--- config.mk ---
export PLATFORM = sky130hd
export DESIGN_NAME = pong_game_ctrl_flat
export DESIGN_NICKNAME = d
export VERILOG_FILES = /design/src/rtl/pong_game_ctrl_pkg.sv /design/src/rtl/pong_game_ctrl_if.sv /design/src/rtl/pong_game_ctrl_frame_timer.sv /design/src/rtl/pong_game_ctrl.sv /design/src/flat_wrapper.sv
export SDC_FILE = /design/constraint.sdc
export NUM_CORES = 1
export LEC_CHECK = 0
export ABC_AREA = 1
export CORE_UTILIZATION = 49
export CTS_CLUSTER_DIAMETER = 50
export DETAILED_ROUTE_END_ITERATION = 12
export PLACE_DENSITY_LB_ADDON = 0.08
export RECOVER_POWER = 25
export REMOVE_ABC_BUFFERS = 1
export SLEW_MARGIN = 20
export SYNTH_ARGS = -nofsm -noshare
export SYNTH_HDL_FRONTEND = slang
export SYNTH_HIERARCHICAL = 1
export SYNTH_SLANG_ARGS = --single-unit
export TNS_END_PERCENT = 100
--- constraint.sdc ---
create_clock -name Clock -period 1.7 [get_ports Clock]
set_input_delay 0.34 -clock Clock [delete_from_list [all_inputs] [get_ports Clock]]
set_output_delay 0.34 -clock Clock [all_outputs]
set_load 0.005 [all_outputs]
--- src/rtl/pong_game_ctrl_pkg.sv ---
// Shared state codes and default timing for the Pong game-flow controller.
// Constants only: no latency, no backpressure.
package pong_game_ctrl_pkg;

  typedef enum logic [2:0] {
    ST_IDLE  = 3'd0,
    ST_SERVE = 3'd1,
    ST_PLAY  = 3'd2,
    ST_POINT = 3'd3,
    ST_OVER  = 3'd4
  } state_t;

  localparam int DEF_SERVE_FRAMES = 60;
  localparam int DEF_POINT_FRAMES = 90;
  localparam int DEF_WIN_SCORE    = 7;
  localparam int DEF_SCORE_W      = 4;

  function automatic int frame_cnt_w(input int serve_frames, input int point_frames);
    int m;
    m = (serve_frames > point_frames) ? serve_frames : point_frames;
    return $clog2(m + 1);
  endfunction

endpackage

--- src/rtl/pong_game_ctrl_if.sv ---
// Controller bundle: timing/button/miss inputs in, motion gating and scores out.
// Plain wires: no latency, no backpressure.
interface pong_game_ctrl_if
  import pong_game_ctrl_pkg::*;
#(
  parameter int SCORE_W = DEF_SCORE_W
);
  logic                      v_synch;
  logic                      btn_start;
  logic                      miss_left;
  logic                      miss_right;
  logic                      run_en;
  logic                      ball_serve;
  logic                      serve_dir;
  logic [SCORE_W-1:0]        score_left;
  logic [SCORE_W-1:0]        score_right;
  logic                      game_over;
  logic                      winner;
  logic [$bits(state_t)-1:0] state;

  modport master (
    output v_synch, btn_start, miss_left, miss_right,
    input  run_en, ball_serve, serve_dir, score_left, score_right, game_over, winner, state
  );

  modport slave (
    input  v_synch, btn_start, miss_left, miss_right,
    output run_en, ball_serve, serve_dir, score_left, score_right, game_over, winner, state
  );

endinterface

--- src/rtl/pong_game_ctrl_frame_timer.sv ---
// Frame tick from v_synch falling edge and per-state frame counter with terminal compare.
// done is combinational on the tick cycle; no backpressure.
module pong_frame_timer #(
  parameter int SERVE_FRAMES = 60,
  parameter int POINT_FRAMES = 90,
  parameter int CNT_W        = 7
) (
  input  logic Clock,
  input  logic Reset,
  input  logic v_synch,
  input  logic clear,
  input  logic sel_point,
  output logic frame_tick,
  output logic done
);

  localparam logic [CNT_W-1:0] SERVE_T = CNT_W'(SERVE_FRAMES);
  localparam logic [CNT_W-1:0] POINT_T = CNT_W'(POINT_FRAMES);

  logic             v_synch_q;
  logic [CNT_W-1:0] frame_cnt;
  logic [CNT_W-1:0] cnt_inc;
  logic [CNT_W-1:0] target;

  assign frame_tick = v_synch_q & ~v_synch;
  assign cnt_inc    = frame_cnt + CNT_W'(1);
  assign target     = sel_point ? POINT_T : SERVE_T;
  // clear wins over a same-cycle tick, so the tick that coincides with a state change is dropped
  assign done       = ~clear & frame_tick & (cnt_inc == target);

  always_ff @(posedge Clock or negedge Reset) begin
    if (!Reset) begin
      v_synch_q <= 1'b0;
      frame_cnt <= '0;
    end else begin
      v_synch_q <= v_synch;
      if (clear || done) begin
        frame_cnt <= '0;
      end else if (frame_tick) begin
        frame_cnt <= cnt_inc;
      end
    end
  end

endmodule

--- src/rtl/pong_game_ctrl.sv ---
// Pong game-flow FSM: gates bar_ball motion, issues serve pulses, keeps scores and game over.
// Acts one cycle after an input event (start: 3 cycles via synchroniser); no backpressure.
module pong_game_ctrl
  import pong_game_ctrl_pkg::*;
#(
  parameter int SERVE_FRAMES = DEF_SERVE_FRAMES,
  parameter int POINT_FRAMES = DEF_POINT_FRAMES,
  parameter int WIN_SCORE    = DEF_WIN_SCORE,
  parameter int SCORE_W      = DEF_SCORE_W
) (
  input logic              Clock,
  input logic              Reset,
  pong_game_ctrl_if.slave  bus
);

  localparam int                 CNT_W = frame_cnt_w(SERVE_FRAMES, POINT_FRAMES);
  localparam logic [SCORE_W-1:0] WIN_T = SCORE_W'(WIN_SCORE);

  state_t             st;
  logic               run_en, ball_serve, serve_dir, game_over, winner;
  logic [SCORE_W-1:0] score_left, score_right, score_l_inc, score_r_inc;
  logic [2:0]         start_sync;
  logic               miss_l_q, miss_r_q;
  logic               start_evt, miss_l_evt, miss_r_evt;
  logic               frame_tick, done;

  assign start_evt   = start_sync[1] & ~start_sync[2];
  assign miss_l_evt  = bus.miss_left  & ~miss_l_q;
  assign miss_r_evt  = bus.miss_right & ~miss_r_q;
  assign score_l_inc = (score_left  >= WIN_T) ? score_left  : score_left  + SCORE_W'(1);
  assign score_r_inc = (score_right >= WIN_T) ? score_right : score_right + SCORE_W'(1);

  pong_frame_timer #(
    .SERVE_FRAMES (SERVE_FRAMES),
    .POINT_FRAMES (POINT_FRAMES),
    .CNT_W        (CNT_W)
  ) u_frame_timer (
    .Clock      (Clock),
    .Reset      (Reset),
    .v_synch    (bus.v_synch),
    .clear      (!(st == ST_SERVE || st == ST_POINT)),
    .sel_point  (st == ST_POINT),
    .frame_tick (frame_tick),
    .done       (done)
  );

  always_ff @(posedge Clock or negedge Reset) begin
    if (!Reset) begin
      start_sync  <= '0;
      miss_l_q    <= 1'b0;
      miss_r_q    <= 1'b0;
      st          <= ST_IDLE;
      run_en      <= 1'b0;
      ball_serve  <= 1'b0;
      serve_dir   <= 1'b0;
      score_left  <= '0;
      score_right <= '0;
      game_over   <= 1'b0;
      winner      <= 1'b0;
    end else begin
      start_sync <= {start_sync[1:0], bus.btn_start};
      miss_l_q   <= bus.miss_left;
      miss_r_q   <= bus.miss_right;
      ball_serve <= 1'b0;
      case (st)
        ST_IDLE, ST_OVER: begin
          if (start_evt) begin
            score_left  <= '0;
            score_right <= '0;
            serve_dir   <= 1'b0;
            game_over   <= 1'b0;
            st          <= ST_SERVE;
          end
        end
        ST_SERVE: begin
          if (frame_tick && done) begin
            st         <= ST_PLAY;
            run_en     <= 1'b1;
            ball_serve <= 1'b1;
          end
        end
        ST_PLAY: begin
          // a double miss is a dead ball: re-serve without scoring
          if (miss_l_evt && miss_r_evt) begin
            st     <= ST_SERVE;
            run_en <= 1'b0;
          end else if (miss_l_evt) begin
            score_right <= score_r_inc;
            serve_dir   <= 1'b0;
            run_en      <= 1'b0;
            if (score_r_inc == WIN_T) begin
              st        <= ST_OVER;
              game_over <= 1'b1;
              winner    <= 1'b1;
            end else begin
              st <= ST_POINT;
            end
          end else if (miss_r_evt) begin
            score_left <= score_l_inc;
            serve_dir  <= 1'b1;
            run_en     <= 1'b0;
            if (score_l_inc == WIN_T) begin
              st        <= ST_OVER;
              game_over <= 1'b1;
              winner    <= 1'b0;
            end else begin
              st <= ST_POINT;
            end
          end
        end
        ST_POINT: begin
          if (frame_tick && done) begin
            st <= ST_SERVE;
          end
        end
        default: begin
          st        <= ST_IDLE;
          run_en    <= 1'b0;
          game_over <= 1'b0;
        end
      endcase
    end
  end

  assign bus.run_en      = run_en;
  assign bus.ball_serve  = ball_serve;
  assign bus.serve_dir   = serve_dir;
  assign bus.score_left  = score_left;
  assign bus.score_right = score_right;
  assign bus.game_over   = game_over;
  assign bus.winner      = winner;
  assign bus.state       = st;

endmodule

--- src/flat_wrapper.sv ---
// flat-port wrapper written by rule: the top's interface ports become plain ports
module pong_game_ctrl_flat import pong_game_ctrl_pkg::*;
#(
  parameter int SERVE_FRAMES = DEF_SERVE_FRAMES,
  parameter int POINT_FRAMES = DEF_POINT_FRAMES,
  parameter int WIN_SCORE    = DEF_WIN_SCORE,
  parameter int SCORE_W      = DEF_SCORE_W
)
  (Clock, Reset, bus_v_synch, bus_btn_start, bus_miss_left, bus_miss_right, bus_run_en, bus_ball_serve, bus_serve_dir, bus_score_left, bus_score_right, bus_game_over, bus_winner, bus_state);
  pong_game_ctrl_if #(.SCORE_W(SCORE_W)) bus_i ();
  input logic Clock;
  input logic Reset;
  input wire logic [$bits(bus_i.v_synch)-1:0] bus_v_synch;
  input wire logic [$bits(bus_i.btn_start)-1:0] bus_btn_start;
  input wire logic [$bits(bus_i.miss_left)-1:0] bus_miss_left;
  input wire logic [$bits(bus_i.miss_right)-1:0] bus_miss_right;
  output wire logic [$bits(bus_i.run_en)-1:0] bus_run_en;
  output wire logic [$bits(bus_i.ball_serve)-1:0] bus_ball_serve;
  output wire logic [$bits(bus_i.serve_dir)-1:0] bus_serve_dir;
  output wire logic [$bits(bus_i.score_left)-1:0] bus_score_left;
  output wire logic [$bits(bus_i.score_right)-1:0] bus_score_right;
  output wire logic [$bits(bus_i.game_over)-1:0] bus_game_over;
  output wire logic [$bits(bus_i.winner)-1:0] bus_winner;
  output wire logic [$bits(bus_i.state)-1:0] bus_state;
  assign bus_i.v_synch = bus_v_synch;
  assign bus_i.btn_start = bus_btn_start;
  assign bus_i.miss_left = bus_miss_left;
  assign bus_i.miss_right = bus_miss_right;
  assign bus_run_en = bus_i.run_en;
  assign bus_ball_serve = bus_i.ball_serve;
  assign bus_serve_dir = bus_i.serve_dir;
  assign bus_score_left = bus_i.score_left;
  assign bus_score_right = bus_i.score_right;
  assign bus_game_over = bus_i.game_over;
  assign bus_winner = bus_i.winner;
  assign bus_state = bus_i.state;
  pong_game_ctrl #(.SERVE_FRAMES(SERVE_FRAMES), .POINT_FRAMES(POINT_FRAMES), .WIN_SCORE(WIN_SCORE), .SCORE_W(SCORE_W)) u_core (.Clock(Clock), .Reset(Reset), .bus(bus_i));
endmodule
Word-level counts from Yosys, hierarchy flattened
Index checks and enable logic that the tools add are counted.
{ "word_totals": {"regBits": 29, "in_bits": 6, "word_cells": 113} }
{ "op_classes": {"addsub": 3, "n_lt_le_gt_ge": 2, "n_eq_ne": 19, "mux": 43, "bitwise_logic": 13, "n_reduce_logical": 20} }
{ "ops": {"columns": ["op", "count"], "rows": [
  ["$mux W4", 8],
  ["$mux W3", 8],
  ["$mux W7", 3],
  ["$mux W1", 18],
  ["$pmux W4 S2", 2],
  ["$pmux W3 S4", 1],
  ["$reduce_and A4 Y1", 3],
  ["$reduce_and A5 Y1", 2],
  ["$add A4 B1 Y4 const B", 2],
  ["$eq A4 B3 Y1 const B", 2],
  ["$ge A4 B3 Y1 const B", 2],
  ["$ne A2 B1 Y1 const B", 4],
  ["$ne A2 B2 Y1 const B", 4],
  ["$reduce_bool A2 Y1", 4],
  ["$add A7 B1 Y7 const B", 1],
  ["$eq A7 B7 Y1", 1],
  ["$not A1 Y1", 7],
  ["$and A1 B1 Y1", 6],
  ["$eq A3 B2 Y1 const B", 2],
  ["$ne A3 B1 Y1 const B", 2],
  ["$pmux W1 S3", 2],
  ["$reduce_and A6 Y1", 1],
  ["$ne A4 B1 Y1 const B", 1],
  ["$reduce_or A2 Y1", 2],
  ["other kinds (10)", 12]
]} }

Depth between registers and ports, before layout
{ "logic_depth": {"depth_word": 8, "ltp_mapped": 14, "ltp_nobuf": 14} }

Cells and area by module
Netlist, hierarchy kept.
{ "modules_own_cells": {"columns": ["mod", "instances", "cells_per_inst", "area_each_um2"], "rows": [
  ["pong_game_ctrl", 1, 143, 1117.3],
  ["pong_frame_timer", 1, 88, 599.3]
]} }

Least setup slack after synthesis
No wires, ideal clock.
{ "synth_timing": {"kind": "register -> register", "from": "register u_core.st[0], in the netlist u_core/bus.state[0]", "to": "register u_core.st[1], in the netlist u_core/bus.state[1]", "arrival_time_ps": 1689, "required_time_ps": 1583, "slack_ps": -106, "path_stages_with_launch": 12, "n_path_buf": 0, "synth_period_minus_slack_ps": 1806, "cell_sequence": "dfrtp_1 inv_1 nor2_1 inv_1 nor2_1 nand2_1 nor2_2 and3_2 nand2_1 a21oi_2 or2_1 nand2_1"} }
{ "synth_between": {"elab_chain_len": 7} }
{ "synth_lines": {"columns": ["item", "line", "text"], "rows": [
  ["from (decl)", "pong_game_ctrl.sv:19", "state_t st;"],
  ["from (signal assigned)", "pong_game_ctrl.sv:52", "st <= ST_IDLE;"],
  ["from (signal assigned)", "pong_game_ctrl.sv:72", "st <= ST_SERVE;"],
  ["from (signal assigned)", "pong_game_ctrl.sv:77", "st <= ST_PLAY;"],
  ["$eq A3 B2 Y1 or $eq A3 B1 Y1 (tied branches)", "pong_game_ctrl.sv:41, pong_game_ctrl.sv:42", null],
  ["$mux W7 or $logic_or A1 B1 Y1 (tied branches)", "pong_game_ctrl_frame_timer.sv:27, pong_game_ctrl.sv:41", null],
  ["$eq A7 B7 Y1 or $and A1 B1 Y1 (tied branches)", "pong_game_ctrl_frame_timer.sv:29", "assign done = ~clear & frame_tick & (cnt_inc == target);"],
  ["$and A1 B1 Y1 (*)", "pong_game_ctrl_frame_timer.sv:29", null],
  ["via u_core.done", "pong_game_ctrl.sv:25", "logic frame_tick, done;"],
  ["$logic_and A1 B1 Y1 (*)", "pong_game_ctrl.sv:76, pong_game_ctrl.sv:112", null],
  ["$ne A2 B1 Y1 (no source line) or $ne A2 B2 Y1 (tied branches)", null, null],
  ["$reduce_and A4 Y1 (no source line) (*)", null, null]
]} }
Mark *: on every way through the listed nets, which the timed path passes. The rest lies on a longest branch.
A chain may end at the register's enable or synchronous reset.

Worst setup path in the final report
{ "layout_timing": {"from": "register u_core.u_frame_timer.frame_cnt[1]", "to": "register u_core.st[1], in the netlist u_core/bus.state[1]"} }
{ "layout_between": {"elab_chain_len": 6} }
{ "layout_lines": {"columns": ["item", "line", "text"], "rows": [
  ["from (decl)", "pong_game_ctrl_frame_timer.sv:21", "logic [CNT_W-1:0] frame_cnt;"],
  ["from (signal assigned)", "pong_game_ctrl_frame_timer.sv:40", "frame_cnt <= cnt_inc;"],
  ["$add A7 B1 Y7 (*)", "pong_game_ctrl_frame_timer.sv:26", "assign cnt_inc = frame_cnt + CNT_W'(1);"],
  ["$eq A7 B7 Y1 (*)", "pong_game_ctrl_frame_timer.sv:29", null],
  ["$and A1 B1 Y1 (*)", "pong_game_ctrl_frame_timer.sv:29", null],
  ["via u_core.done", "pong_game_ctrl.sv:25", null],
  ["$logic_and A1 B1 Y1 (*)", "pong_game_ctrl.sv:76, pong_game_ctrl.sv:112", null],
  ["$ne A2 B1 Y1 (no source line) or $ne A2 B2 Y1 (tied branches)", null, null],
  ["$reduce_and A4 Y1 (no source line) (*)", null, null],
  ["to (signal assigned)", "pong_game_ctrl.sv:77", null],
  ["to (signal assigned)", "pong_game_ctrl.sv:113", "st <= ST_SERVE;"],
  ["to (signal assigned)", "pong_game_ctrl.sv:117", "st <= ST_IDLE;"]
]} }
Marked as above.

==> impl_metrics.csv <==
group,metric,value,unit
worst_setup_path,worstSetupEndpointType,"register",
grt,grt_pass1_vias,1521,
die,die_height,61.2,µm
worst_setup_path,cpPeakStageDelay,0.42,ns
hold_path,min_from,"u_core/start_sync[0]",
power_and_ir_drop,p_leak,0.00124,µW
synth,synth_top_family_by_area,"simple AND/OR/NAND/NOR gates",
power_and_ir_drop,ir_drop,557,µV
clock_network,cts.path.max_buffers,2,
die,io_pins,22,
clock_network,cts_buffers,5,
timing,fin_crit_sh,104,%
synth,ys_types,27,
drt,firstDrtPassIters,4,
drt,num_vias,1610,
synth,synth-compound-area-share,8.89,%
worst_setup_path,crit_arrival,1.99,ns
outcome,status,"finished with violations",
timing,maxSlewViolCount,0,
cells_and_area,num_antenna_cells,0,
grt,use_met3,5.67,%
timing,hold_violations,0,
synth,netlist_area,1720,µm²
grt,grt-busiest-layer,"met2",
grt,track_usage,23.7,%
timing,fmax,567,MHz
synth,yosys_register_bits,29,
grt,antenna_found_initial,0,
clock_network,h-tree-depth,2,
drt,totalWireLength,3.66,mm
timing,fin_skew,0.00448,ns
clock_network,clock_latency,0.32,ns
timing,relSlewSlack,52.0,%
worst_setup_path,worstPathCellList,"ha_4 -> nor2_2 -> nor2_2 -> nor2_1 -> nand3_1 -> nand2_2 -> and3_4 -> nand2_4 -> a21oi_4 -> or2_1 -> nand2_1",
synth,synthMuxAreaShare,0,%
drt,avgViaCountPerCell,4.74,
timing,rsz0062_at_grt,"true",
cells_and_area,mostFrequentLayoutCells,"53 x nand2_1, 36 x inv_1, 33 x buf_4, 28 x dfrtp_1",
drt,antenna_left,0,
clock_network,cts_tree,"built",
clock_network,clock_sinks,29,
timing,fin_crit,1.76,ns
synth,synthAdderAreaFrac,2.19,%
die,fp.dieW,61.2,µm
worst_setup_path,critPathBufInv,0,
placement,place_congestion,0.860,
power_and_ir_drop,p_per_area,1110,nW/µm²
cells_and_area,final_common_cell,"nand2_1",
grt,global_route.usage.met1,29.5,%
flow_run,drv_cap,0,
timing,setup_slack,-0.0633,ns
cells_and_area,drive_gt1_share,31.3,%
drt,wl_per_cell,10.8,µm
worst_setup_path,slowest_stage,"dfrtp_1",
cells_and_area,final_cells,340,
worst_setup_path,cpMostUsedCell,"nor2_2",
die,coreArea,3340,µm²
die,initial_core_util,51.4,%
drt,drc,0,
synth,synth_cells,231,
worst_setup_path,critPathKind,"register to register",
worst_setup_path,crit_start,"u_core/u_frame_timer/frame_cnt[1]",
synth,ys_warn_count,6,
synth,avgSynthCellArea,7.43,µm²
timing,tightestPinTransition,0.721,ns
timing,timing.setup.tns,-0.0796,ns
cells_and_area,finalNetCount,302,
placement,dp_hpwl,2.73,mm
clock_network,root_buffer,"clkbuf_4",
grt,grt_remaining_overflow,0,
grt,grt_max_degree,30,
outcome,violations,"negative setup slack",
worst_setup_path,worst-path-max-fanout,5,
synth,yosysSeqAreaShare,42.3,%
placement,dp_cells,330,
die,die-area,3740,µm²
clock_network,hold_buffers,0,
grt,grt_pass1_wl,6.44,mm
worst_setup_path,cp_top_family,"simple AND/OR/NAND/NOR gates",
grt,met2_usage,40.8,%
timing,setup_violations,2,
cells_and_area,areaGrowthSynthToFinish,40.7,%
clock_network,path_clk_slew,0.09,ns
die,rows,21,
synth,synth_xor_area_share,0.510,%
hold_path,hold_path_class,"register to register",
drt,first_iter_violations,82,
worst_setup_path,timing.rr.start,"u_core/u_frame_timer/frame_cnt[1]",
worst_setup_path,crit_required,1.93,ns
worst_setup_path,start_kind,"register",
synth,yosys.area_share.simple,36.7,%
placement,portBuffers,21,
-- routing by layer --
layer / vias up / share of wire [%] / routed length [µm]
met5: - / 0 / 0
met3: 9 / 3.3 / 121
met1: 723 / 47 / 1710
met4: 0 / 1.8 / 66
met2: 24 / 48 / 1760
li1: 854 / - / -
-- metrics by stage --
step	power (µW)	setup slack [ns]	util, %	hold WS [ns]	cell area, µm²
after floorplan	1540	-0.106	-	0.0444	1710
after global placement	2070	-0.163	66.6	0.338	2220
after detailed placement	2080	-0.200	66.6	0.349	2220
after CTS	2640	-0.0298	70.2	0.383	2340
after global routing	2930	-0.165	72.4	0.403	2420
final	2690	-0.0633	72.4	0.386	2420
-- cell type report --
type                            count  area (µm²)
Multi-Input combinational cell    161         922
Fill cell                         286         921
Sequential cell                    29         727
Timing Repair Buffer               56         484
Inverter                           40         155
Clock buffer                        7        65.1
Tap cell                           46        57.6
Clock inverter                      1        5.00
-- worst paths after layout --
path                                                      to  slack [ns]  cells after the start
setup / recovery                         u_core/bus.state[1]       -0.06                     11
hold / removal                          u_core/start_sync[1]        0.39                      0
setup reg to reg                         u_core/bus.state[1]       -0.06                     11
hold reg to reg                         u_core/start_sync[1]        0.39                      0
max in group asynchronous  u_core/u_frame_timer/frame_cnt[2]        0.61                      2
min in group asynchronous                    u_core/miss_l_q        0.59                      2
-- sequential cells by signal, indices dropped and copies added (netlist names) --
signal and cells:
u_core/u_frame_timer/frame_cnt 7, u_core/bus.score_left 4, u_core/bus.score_right 4, u_core/bus.state 3, u_core/start_sync 3, u_core/bus.ball_serve 1, u_core/bus.game_over 1, u_core/bus.run_en 1
u_core/bus.serve_dir 1, u_core/bus.winner 1, u_core/miss_l_q 1, u_core/miss_r_q 1, u_core/u_frame_timer/v_synch_q 1
-- cell families after synthesis --
logic type,Yosys count
fa+ha+maj,3
buf+inv,41
xor+xnor,1
compound gates,24
simple gates,133
flops,29
-- worst register-to-register path: stages, from the launching register on --
cell and delay, ns:
dfrtp_1 0.42, ha_4 0.19, nor2_2 0.13, nor2_2 0.06
nor2_1 0.09, nand3_1 0.09, nand2_2 0.08, and3_4 0.19
nand2_4 0.06, a21oi_4 0.19, or2_1 0.12, nand2_1 0.04
-- power breakdown --
group	switching, µW	internal (µW)
Combinational	690	627
Sequential	98.4	801
Clock	237	239
Total	1030	1670
-- synthesized netlist by cell type, drive strengths merged --
master	instances	area [µm²]
o21bai	1	11.3
o32ai	1	8.76
ha	3	37.5
clkinv	1	5.00
a21oi	7	53.8
nand3b	2	15.0
nor2	30	138
nand2	72	298
inv	39	146
o22ai	3	18.8
nand3	23	140
o21ai	12	60.1
nand4	4	25.0
or2	1	6.26
and3	1	7.51
xor2	1	8.76
buf	1	11.3
dfrtp	29	726
-- timing repair --
item / in CTS / in global routing
buffers inserted: 0 / 2
gates resized for setup: 15 / 22
pin swaps: 4 / 11
endpoints found under the setup margin: 7 / 11
Power figures use the tool's default switching activity.
